`src/rtl/fetch_prefetch_queue.sv`:
```
// Fetch stage: one-outstanding instruction fetch feeding a DEPTH-entry prefetch FIFO
// towards decode, with redirect support that squashes queued and in-flight work.
module fetch_prefetch_queue #(
    parameter int              XLEN     = 32,
    parameter int              ILEN     = 32,
    parameter int              DEPTH    = 4,
    parameter logic [XLEN-1:0] RESET_PC = '0
) (
    input  logic                       clk,
    input  logic                       rst_n,
    input  logic                       redirect_valid,
    input  logic [XLEN-1:0]            redirect_pc,
    output logic                       imem_req_valid,
    input  logic                       imem_req_ready,
    output logic [XLEN-1:0]            imem_req_addr,
    input  logic                       imem_rsp_valid,
    input  logic [ILEN-1:0]            imem_rsp_data,
    output logic                       id_valid,
    input  logic                       id_ready,
    output logic [ILEN-1:0]            id_instr,
    output logic [XLEN-1:0]            id_pc,
    output logic [XLEN-1:0]            id_pc_plus4,
    output logic [$clog2(DEPTH+1)-1:0] fill_count,
    output logic [1:0]                 dbg_state
);

    localparam int AW = (DEPTH > 1) ? $clog2(DEPTH) : 1;
    localparam int CW = $clog2(DEPTH + 1);

    // Handshakes: a transfer happens on a rising edge where valid && ready are both high;
    // the sender keeps its payload stable until then, except a redirect may withdraw a request.
    typedef enum logic [1:0] {
        S_REQ  = 2'd0,
        S_WAIT = 2'd1,
        S_DROP = 2'd2
    } state_t;

    state_t            r_state;
    logic [XLEN-1:0]   r_pc_f;
    logic [XLEN-1:0]   r_inflight_pc;

    logic [ILEN-1:0]   r_instr_mem [DEPTH];
    logic [XLEN-1:0]   r_pc_mem    [DEPTH];
    logic [XLEN-1:0]   r_pc4_mem   [DEPTH];
    logic [AW-1:0]     r_rd_ptr;
    logic [AW-1:0]     r_wr_ptr;
    logic [CW-1:0]     r_count;

    logic              w_outstanding;
    logic              w_space;
    logic              w_req_valid;
    logic              w_accept;
    logic              w_push;
    logic              w_pop;
    logic              w_head_valid;

    // An accepted request reserves a slot until its response arrives, so a push never overflows.
    assign w_outstanding = (r_state == S_WAIT);
    assign w_space       = ({1'b0, r_count} + {{CW{1'b0}}, w_outstanding}) < (CW+1)'(DEPTH);
    assign w_req_valid   = (r_state == S_REQ) && w_space;
    assign w_accept      = w_req_valid && imem_req_ready;
    assign w_head_valid  = (r_count != '0);
    assign w_push        = (r_state == S_WAIT) && imem_rsp_valid && !redirect_valid;
    assign w_pop         = w_head_valid && id_ready && !redirect_valid;

    always_ff @(posedge clk or negedge rst_n) begin
        if (!rst_n) begin
            r_state       <= S_REQ;
            r_pc_f        <= RESET_PC;
            r_inflight_pc <= '0;
        end else begin
            case (r_state)
                S_REQ: begin
                    if (w_accept) begin
                        r_inflight_pc <= r_pc_f;
                        r_state       <= redirect_valid ? S_DROP : S_WAIT;
                    end
                end
                S_WAIT: begin
                    if (imem_rsp_valid) begin
                        r_state <= S_REQ;
                    end else if (redirect_valid) begin
                        r_state <= S_DROP;
                    end
                end
                S_DROP: begin
                    if (imem_rsp_valid) begin
                        r_state <= S_REQ;
                    end
                end
                default: r_state <= S_REQ;
            endcase

            if (redirect_valid) begin
                r_pc_f <= redirect_pc;
            end else if (w_accept) begin
                r_pc_f <= r_pc_f + XLEN'(4);
            end
        end
    end

    // The FIFO stores PC+4 alongside each entry so decode never recomputes it.
    always_ff @(posedge clk or negedge rst_n) begin
        if (!rst_n) begin
            r_rd_ptr <= '0;
            r_wr_ptr <= '0;
            r_count  <= '0;
            for (int i = 0; i < DEPTH; i++) begin
                r_instr_mem[i] <= '0;
                r_pc_mem[i]    <= '0;
                r_pc4_mem[i]   <= '0;
            end
        end else if (redirect_valid) begin
            r_rd_ptr <= '0;
            r_wr_ptr <= '0;
            r_count  <= '0;
        end else begin
            if (w_push) begin
                r_instr_mem[r_wr_ptr] <= imem_rsp_data;
                r_pc_mem[r_wr_ptr]    <= r_inflight_pc;
                r_pc4_mem[r_wr_ptr]   <= r_inflight_pc + XLEN'(4);
                r_wr_ptr              <= r_wr_ptr + AW'(1);
            end
            if (w_pop) begin
                r_rd_ptr <= r_rd_ptr + AW'(1);
            end
            case ({w_push, w_pop})
                2'b10:   r_count <= r_count + CW'(1);
                2'b01:   r_count <= r_count - CW'(1);
                default: r_count <= r_count;
            endcase
        end
    end

    assign imem_req_valid = w_req_valid;
    assign imem_req_addr  = r_pc_f;
    assign id_valid       = w_head_valid;
    assign id_instr       = w_head_valid ? r_instr_mem[r_rd_ptr] : '0;
    assign id_pc          = w_head_valid ? r_pc_mem[r_rd_ptr]    : '0;
    assign id_pc_plus4    = w_head_valid ? r_pc4_mem[r_rd_ptr]   : '0;
    assign fill_count     = r_count;
    assign dbg_state      = r_state;

endmodule

```
`config.mk`:
```
export PLATFORM = sky130hd
export DESIGN_NAME = fetch_prefetch_queue
export DESIGN_NICKNAME = d
export VERILOG_FILES = /design/src/rtl/fetch_prefetch_queue.sv
export SDC_FILE = /design/constraint.sdc
export NUM_CORES = 1
export LEC_CHECK = 0
export ABC_AREA = 1
export ABC_CLOCK_PERIOD_IN_PS = 4200
export BUFFER_PORTS_ARGS = -buffer_cell sky130_fd_sc_hd__buf_2
export CAP_MARGIN = 15
export CORE_ASPECT_RATIO = 0.5
export CORE_MARGIN = 2
export CORE_UTILIZATION = 59
export CTS_CLUSTER_DIAMETER = 80
export CTS_CLUSTER_SIZE = 20
export DETAILED_ROUTE_END_ITERATION = 7
export PLACE_DENSITY = 0.82
export SYNTH_ARGS = -nofsm -noshare
export SYNTH_HDL_FRONTEND = slang
export SYNTH_SLANG_ARGS = --single-unit
```
`constraint.sdc`:
```
create_clock -name clk -period 4.2 [get_ports clk]
set_input_delay 0.21 -clock clk [delete_from_list [all_inputs] [get_ports clk]]
set_output_delay 0.21 -clock clk [all_outputs]
set_load 0.03 [all_outputs]
```
==> results of run 1 <==
-- worst register-to-register path: stages (launching register included) --
cell	delay, ns
dfrtp_1	0.41
inv_2	0.08
nor2_2	0.04
nand2_2	0.13
nor2_8	0.08
nand2_4	0.50
clkinv_1	0.92
o21a_1	0.46
-- logic make-up after synthesis --
logic type               synth area share
buffers and inverters              0.0624
AO/OA/AOI/OAI                       0.155
adder cells (fa/ha/maj)           0.00442
XOR/XNOR                          0.00814
AND/OR/NAND/NOR                     0.248
flip-flops                          0.522
-- final cells by class --
cell class / instances / area (um^2)
clock buffer: 29 / 683
clock inverter: 1 / 16.3
fill: 3075 / 11900
inverter: 156 / 591
multi-input combinational: 2073 / 8950
sequential: 449 / 11200
tap: 484 / 606
timing repair buffer: 294 / 1980
-- report_power, final --
group          switching, mW  total (mW)  internal (mW)  leakage, nW
clock                   1.40        2.56           1.15        0.342
combinational           4.39        6.09           1.69         5.50
sequential             0.788        5.91           5.12         6.00
-- stage by stage --
stage	hold slack, ns	power, mW	worst slack (ns)	utilization
after floorplan	-0.0856	9.98	1.70	-
after global placement	0.371	11.8	1.37	0.631
after detailed placement	0.383	11.9	1.32	0.631
after CTS	0.0622	14.5	0.695	0.669
after global routing	0.0807	15.5	0.541	0.670
final	0.0872	14.6	0.650	0.670
-- registers in the layout, summed over array words and instances (netlist names) --
register and cells:
dbg_state 2, imem_req_addr 32, r_wr_ptr 2, r_rd_ptr 2, r_instr_mem 128, r_pc_mem 128
r_pc4_mem 120, fill_count 3, r_inflight_pc 32
-- path summary, 6_finish.rpt --
check | to | startpoint | depth (start not counted) | slack (ns)
max reg2reg | r_pc_mem[2] | dbg_state[0] | 7 | 1.47
min in group asynchronous | dbg_state[1] | rst_n | 2 | 0.31
min reg2reg | r_pc4_mem[82] | r_pc4_mem[82] | 2 | 0.48
min | imem_req_addr[5] | imem_req_ready | 5 | 0.09
max | id_pc_plus4[19] | r_rd_ptr[1] | 6 | 0.65
max in group asynchronous | r_instr_mem[100] | rst_n | 3 | 2.71
-- cell usage after synthesis --
| library cell | number |
|---|---|
| a21oi_1 | 110 |
| a31oi_1 | 1 |
| buf_1 | 14 |
| buf_2 | 90 |
| buf_4 | 3 |
| clkbuf_1 | 61 |
| clkinv_1 | 3 |
| dfrtp_1 | 449 |
| fa_1 | 1 |
| ha_1 | 6 |
| inv_1 | 150 |
| inv_2 | 2 |
| inv_4 | 1 |
| nand2_1 | 871 |
| nand2_2 | 3 |
| nand2_4 | 2 |
| nand3_1 | 46 |
| nand4_1 | 1 |
| nor2_1 | 458 |
| nor2_2 | 2 |
| nor2_4 | 2 |
| nor2_8 | 1 |
| nor3_4 | 1 |
| o211ai_1 | 4 |
| o21a_1 | 4 |
| o21ai_0 | 386 |
| o21ai_1 | 151 |
| o21bai_1 | 3 |
| xnor2_1 | 1 |
| xor2_1 | 19 |
-- routing by layer --
metal,vias up,track usage,routed length [um]
met5,-,0,0
met4,0,0.0732,1270
met3,94,0.0414,4580
met2,853,0.508,27900
met1,9379,0.444,25400
li1,9322,-,-
==> metrics, run 1 <==
Area after DPL=22700 um^2; clock sinks=449; top post-synthesis cells by area=dfrtp_1 52%, nand2_1 15%, o21ai_0 9.0%, nor2_1 8.0%, o21ai_1 3.5%; H-tree levels=1; Seq/Total Area, Yosys=0.522; Fmax achieved=282 MHz; num rows=49; Netlist Area Pre-Place=21500 um^2; power per cell area=605 nW/um^2; fin cells=3486; IO Pins=205; post-CTS sizing=0; GR Overflow Total=0; clock-pin slew of the registers on the worst-case setup and hold paths=0.08 ns; RePlAce Congestion=0.938; syn_nets=2923; VDD IR max=0.000389 V; crit start category=flip-flop; CP max stage cell=dfrtp_4; first-pass GRT wire length=95600 um; largest net degree at the start of global routing=190; residual DRC count=0; Max-Cap Viols=0; Avg Cell Area, Syn=7.56 um^2; Rel. slew slack=0.233; final clock period utilization by the worst path=0.845; crit-path max FO=59; initial DRC count=2198; Crit. End Element=primary output; Num CTS Buffers=26; commonest cells after routing, fill and taps aside=870 x nand2_1, 458 x nor2_1, 447 x dfrtp_1, 386 x o21ai_0, 203 x buf_2; Final HPWL DP=36200 um; Global Route Usage Sum=0.310; share of layout cells above drive strength 1=0.0913; Hold Path Class=in -> reg; initial core utilization=0.599; TritonCTS clock tree=built; DR vias=19648; insertion delay to the later sink of the worst-skew pair=0.57 ns; Required @ worst endpoint=3.99 ns; wire length per cell=17.0 um; core region area=35900 um^2; ant diodes=0; die area=38100 um^2; IO Port Bufs=204; count of pins over their slew limit=0; Root Buffer=clkbuf_16; vias per inst=5.64; Total Neg Setup Slack=0 ns; RSZ-0062 raised after global routing=no; status=completed; Synth warnings=0; setup violators final=0; most common cell after layout, fill and taps aside=nand2_1; Worst-Margin Slew=1.15 ns; Max clock buf depth=3; cells along the critical path=clkinv_2 > buf_12 > nor2_1 > o21ai_0 > a21oi_1 > buf_2; drt first pass iters=6; Worst Path Buf+Inv=3; final WL=59100 um; Area Growth Syn to Fin=11.9%; die width=274 um; Setup CP Type=reg -> out; final hold violations=0; antenna violations before repair=0; Mapped Cells=2846; crit-path leading delay family=buffers and inverters; Static Leak=11.8 nW; final instance area=24100 um^2; WP data arrival=3.34 ns; Distinct cells, synth=30; vias in the first global route=18563; max incr delay on CP=0.84 ns; share of the synthesized area in the top cell type=0.522; postcts setup bufs=0; Layout Nets=3077; Synth area leader=dfrtp_1; Die Y=139 um; clock skew=0.0170 ns; post-route ant nets=0; Final Critical Period=3.55 ns; dpl cells=3388; hold_buf cts=67; #FFs+latches synth=449
Note: power is estimated with default switching activity, not from simulation.
==> inputs of run 2 (changes only) <==
--- a/config.mk
+++ b/config.mk
@@ -6,16 +6,16 @@
 export NUM_CORES = 1
 export LEC_CHECK = 0
 export ABC_AREA = 1
-export ABC_CLOCK_PERIOD_IN_PS = 4200
+export ABC_CLOCK_PERIOD_IN_PS = 3090
 export BUFFER_PORTS_ARGS = -buffer_cell sky130_fd_sc_hd__buf_2
 export CAP_MARGIN = 15
 export CORE_ASPECT_RATIO = 0.5
 export CORE_MARGIN = 2
-export CORE_UTILIZATION = 59
+export CORE_UTILIZATION = 54
 export CTS_CLUSTER_DIAMETER = 80
 export CTS_CLUSTER_SIZE = 20
 export DETAILED_ROUTE_END_ITERATION = 7
-export PLACE_DENSITY = 0.82
+export PLACE_DENSITY = 0.8
 export SYNTH_ARGS = -nofsm -noshare
 export SYNTH_HDL_FRONTEND = slang
 export SYNTH_SLANG_ARGS = --single-unit
==> constraint.sdc (replaced) <==
create_clock -name clk -period 3.09 [get_ports clk]
set_input_delay 0.1545 -clock clk [delete_from_list [all_inputs] [get_ports clk]]
set_output_delay 0.1545 -clock clk [all_outputs]
set_load 0.03 [all_outputs]
==> run 2 against run 1 <==
Worst hold slack got worse by 0.033 ns. Register-to-register slack got worse by 0.64 ns. Clock skew is 0.0064 ns higher. Combinational power is 39% higher. Sequential cell count stayed put. Sequential share of layout area shrank 0.52 points. Critical path depth down 1. Final cell count increased by 1.9%. Wire length increased by 1.8%. Critical path type unchanged. Largest power group unchanged. Highest routed layer unchanged.
==> metrics, run 2 (synthesis gave the netlist of run 1 again) <==
num rows=51 (was 49); max incr delay on CP=0.60 ns (was 0.84 ns); residual DRC count=0 (unchanged); Setup crit end=id_pc[0] (was id_pc_plus4[19]); FILL cells=3452 (was 3075); clock sinks=449 (unchanged); Static Leak=12.0 nW (was 11.8 nW); WP data arrival=2.75 ns (was 3.34 ns); Rel. slew slack=0.289 (was 0.233); Area Growth Syn to Fin=13.1% (was 11.9%); Root Buffer=clkbuf_16 (unchanged); power per cell area=821 nW/um^2 (was 605 nW/um^2); worst hold start=imem_req_ready (unchanged); initial core utilization=0.551 (was 0.599); die area=41500 um^2 (was 38100 um^2); Worst-Margin Slew=1.06 ns (was 1.15 ns); final clock period utilization by the worst path=0.940; ant diodes=0 (unchanged); post-route ant nets=0 (unchanged); antenna violations before repair=0 (unchanged); vias in the first global route=18814 (was 18563); Stages on worst setup path=5 (was 6); area of the multi-input gates=8950 um^2 (unchanged); Total Neg Setup Slack=0 ns (unchanged); Worst Path Buf+Inv=3 (unchanged); die width=286 um (was 274 um); Required @ worst endpoint=2.94 ns (was 3.99 ns); Die Y=145 um (was 139 um); GR Overflow Total=0 (unchanged); Setup CP Type=reg -> out (unchanged); final hold violations=0 (unchanged); postcts setup bufs=0 (unchanged); reg-to-reg slack, setup=0.83 ns (was 1.47 ns); final instance area=24300 um^2 (was 24100 um^2); crit-path max FO=66 (was 59); first-pass GRT wire length=98300 um (was 95600 um); RSZ-0062 raised after global routing=no (unchanged); IO Port Bufs=204 (unchanged); vias per inst=5.49 (was 5.64); Cells on Worst Hold Path=5 (unchanged); Seq. cell area=11200 um^2 (unchanged); Final Util=0.623 (was 0.670); final WL=60200 um (was 59100 um); FF-to-FF End=r_pc4_mem[124] (was r_pc_mem[2]); most common cell after layout, fill and taps aside=nand2_1 (unchanged); crit start category=flip-flop (unchanged); count of pins over their slew limit=0 (unchanged); drt first pass iters=6 (unchanged); Final HPWL DP=38300 um (was 36200 um); insertion delay to the later sink of the worst-skew pair=0.57 ns (about the same); core region area=39100 um^2 (was 35900 um^2); initial DRC count=1947 (was 2198); Max clock buf depth=3 (unchanged); VDD IR max=0.000411 V (was 0.000389 V); reg2reg path depth=7 (unchanged); Area after DPL=22900 um^2 (was 22700 um^2); clock-pin slew of the registers on the worst-case setup and hold paths=0.08 ns (about the same); setup violators final=0 (unchanged); clock skew=0.0234 ns (was 0.0170 ns); Max-Cap Viols=0 (unchanged); share of layout cells above drive strength 1=0.0950 (was 0.0913); TritonCTS clock tree=built (unchanged); status=completed (unchanged); Layout Nets=3096 (was 3077); RePlAce Congestion=0.934 (was 0.938); cells along the critical path=inv_4 > buf_4 > o21ai_0 > a21oi_1 > buf_2 (was clkinv_2 > buf_12 > nor2_1 > o21ai_0 > a21oi_1 > buf_2); Crit. End Element=primary output (unchanged); CP max stage cell=dfrtp_4 (unchanged); IO Pins=205 (unchanged); Num CTS Buffers=26 (unchanged); Global Route Usage Sum=0.291 (was 0.310); wire length per cell=17.0 um (about the same); H-tree levels=1 (unchanged); RR Startpoint=r_wr_ptr[0] (was dbg_state[0]); Hold Path Class=in -> reg (unchanged); Fmax achieved=344 MHz; DR vias=19490 (was 19648); commonest cells after routing, fill and taps aside=870 x nand2_1, 458 x nor2_1, 447 x dfrtp_1, 386 x o21ai_0, 203 x buf_2 (unchanged); crit-path leading delay family=buffers and inverters (unchanged); Final Critical Period=2.90 ns; leading registers by flop count=r_instr_mem: 128 flops, r_pc_mem: 128 flops, r_pc4_mem: 120 flops (unchanged); largest net degree at the start of global routing=162 (was 190); crit path from=r_rd_ptr[0] (was r_rd_ptr[1])
## run 2: cell types whose count changed in the layout (fill, tap and decap cells not counted)
cell	change
dlygate4sd3_1	+6
buf_12	+6
buf_4	+8
buf_16	-1
## run 2: cell type report
class | instances | share of cell area
Tap cell | 530 | 0.0272
Clock buffer | 29 | 0.0281
Multi-Input combinational cell | 2073 | 0.368
Inverter | 156 | 0.0243
Clock inverter | 1 | 0.000668
Sequential cell | 449 | 0.462
Timing Repair Buffer | 313 | 0.0902
## run 2: worst min-delay path: stages
cell and delay (ns):
buf_2 0.11, inv_1 0.09, nor3_4 0.07, nand3_1 0.07
a31oi_1 0.07
## run 2: repair_timing
item                      in CTS  in global routing
gates resized for setup        0                  0
hold endpoints to repair     246                  0
hold buffers                  73                  0
## run 2: stage by stage
stage / setup WS, ns / hold slack (ns) / total power [mW] / std cells
2_1_floorplan: 0.649 / -0.141 / 13.6 / 2846
3_3_place_gp: 0.869 / 0.230 / 16.2 / 3448
3_5_place_dp: 0.838 / 0.231 / 16.4 / 3448
4_1_cts: 0.235 / 0.0310 / 20.0 / 3551
5_1_grt: 0.0547 / 0.0676 / 21.2 / 3551
6_report: 0.187 / 0.0546 / 20.0 / 3551
## run 2: how the worst min path moves through the flow
stage,end,slack (ns)
6_report,imem_req_addr[5],0.05
5_1_grt,imem_req_addr[5],0.07
4_1_cts,r_inflight_pc[3],0.03
3_5_place_dp,imem_req_addr[7],0.23
3_3_place_gp,imem_req_addr[7],0.23
2_1_floorplan,dbg_state[0],-0.14
## run 2: routing by layer
| metal | part of all wire | GRT usage | vias up |
|---|---|---|---|
| met5 | 0 | 0 | - |
| met4 | 0.024 | 0.0741 | 0 |
| met3 | 0.071 | 0.0381 | 97 |
| met2 | 0.48 | 0.480 | 750 |
| met1 | 0.43 | 0.409 | 9281 |
| li1 | - | - | 9362 |
## run 2: power by group
part | switching, mW | leakage (nW) | total (mW) | internal [mW]
Sequential | 1.06 | 6.00 | 8.02 | 6.97
Clock | 1.92 | 0.342 | 3.49 | 1.57
Combinational | 6.08 | 5.61 | 8.46 | 2.38
Total | 9.05 | 12.0 | 20.0 | 10.9
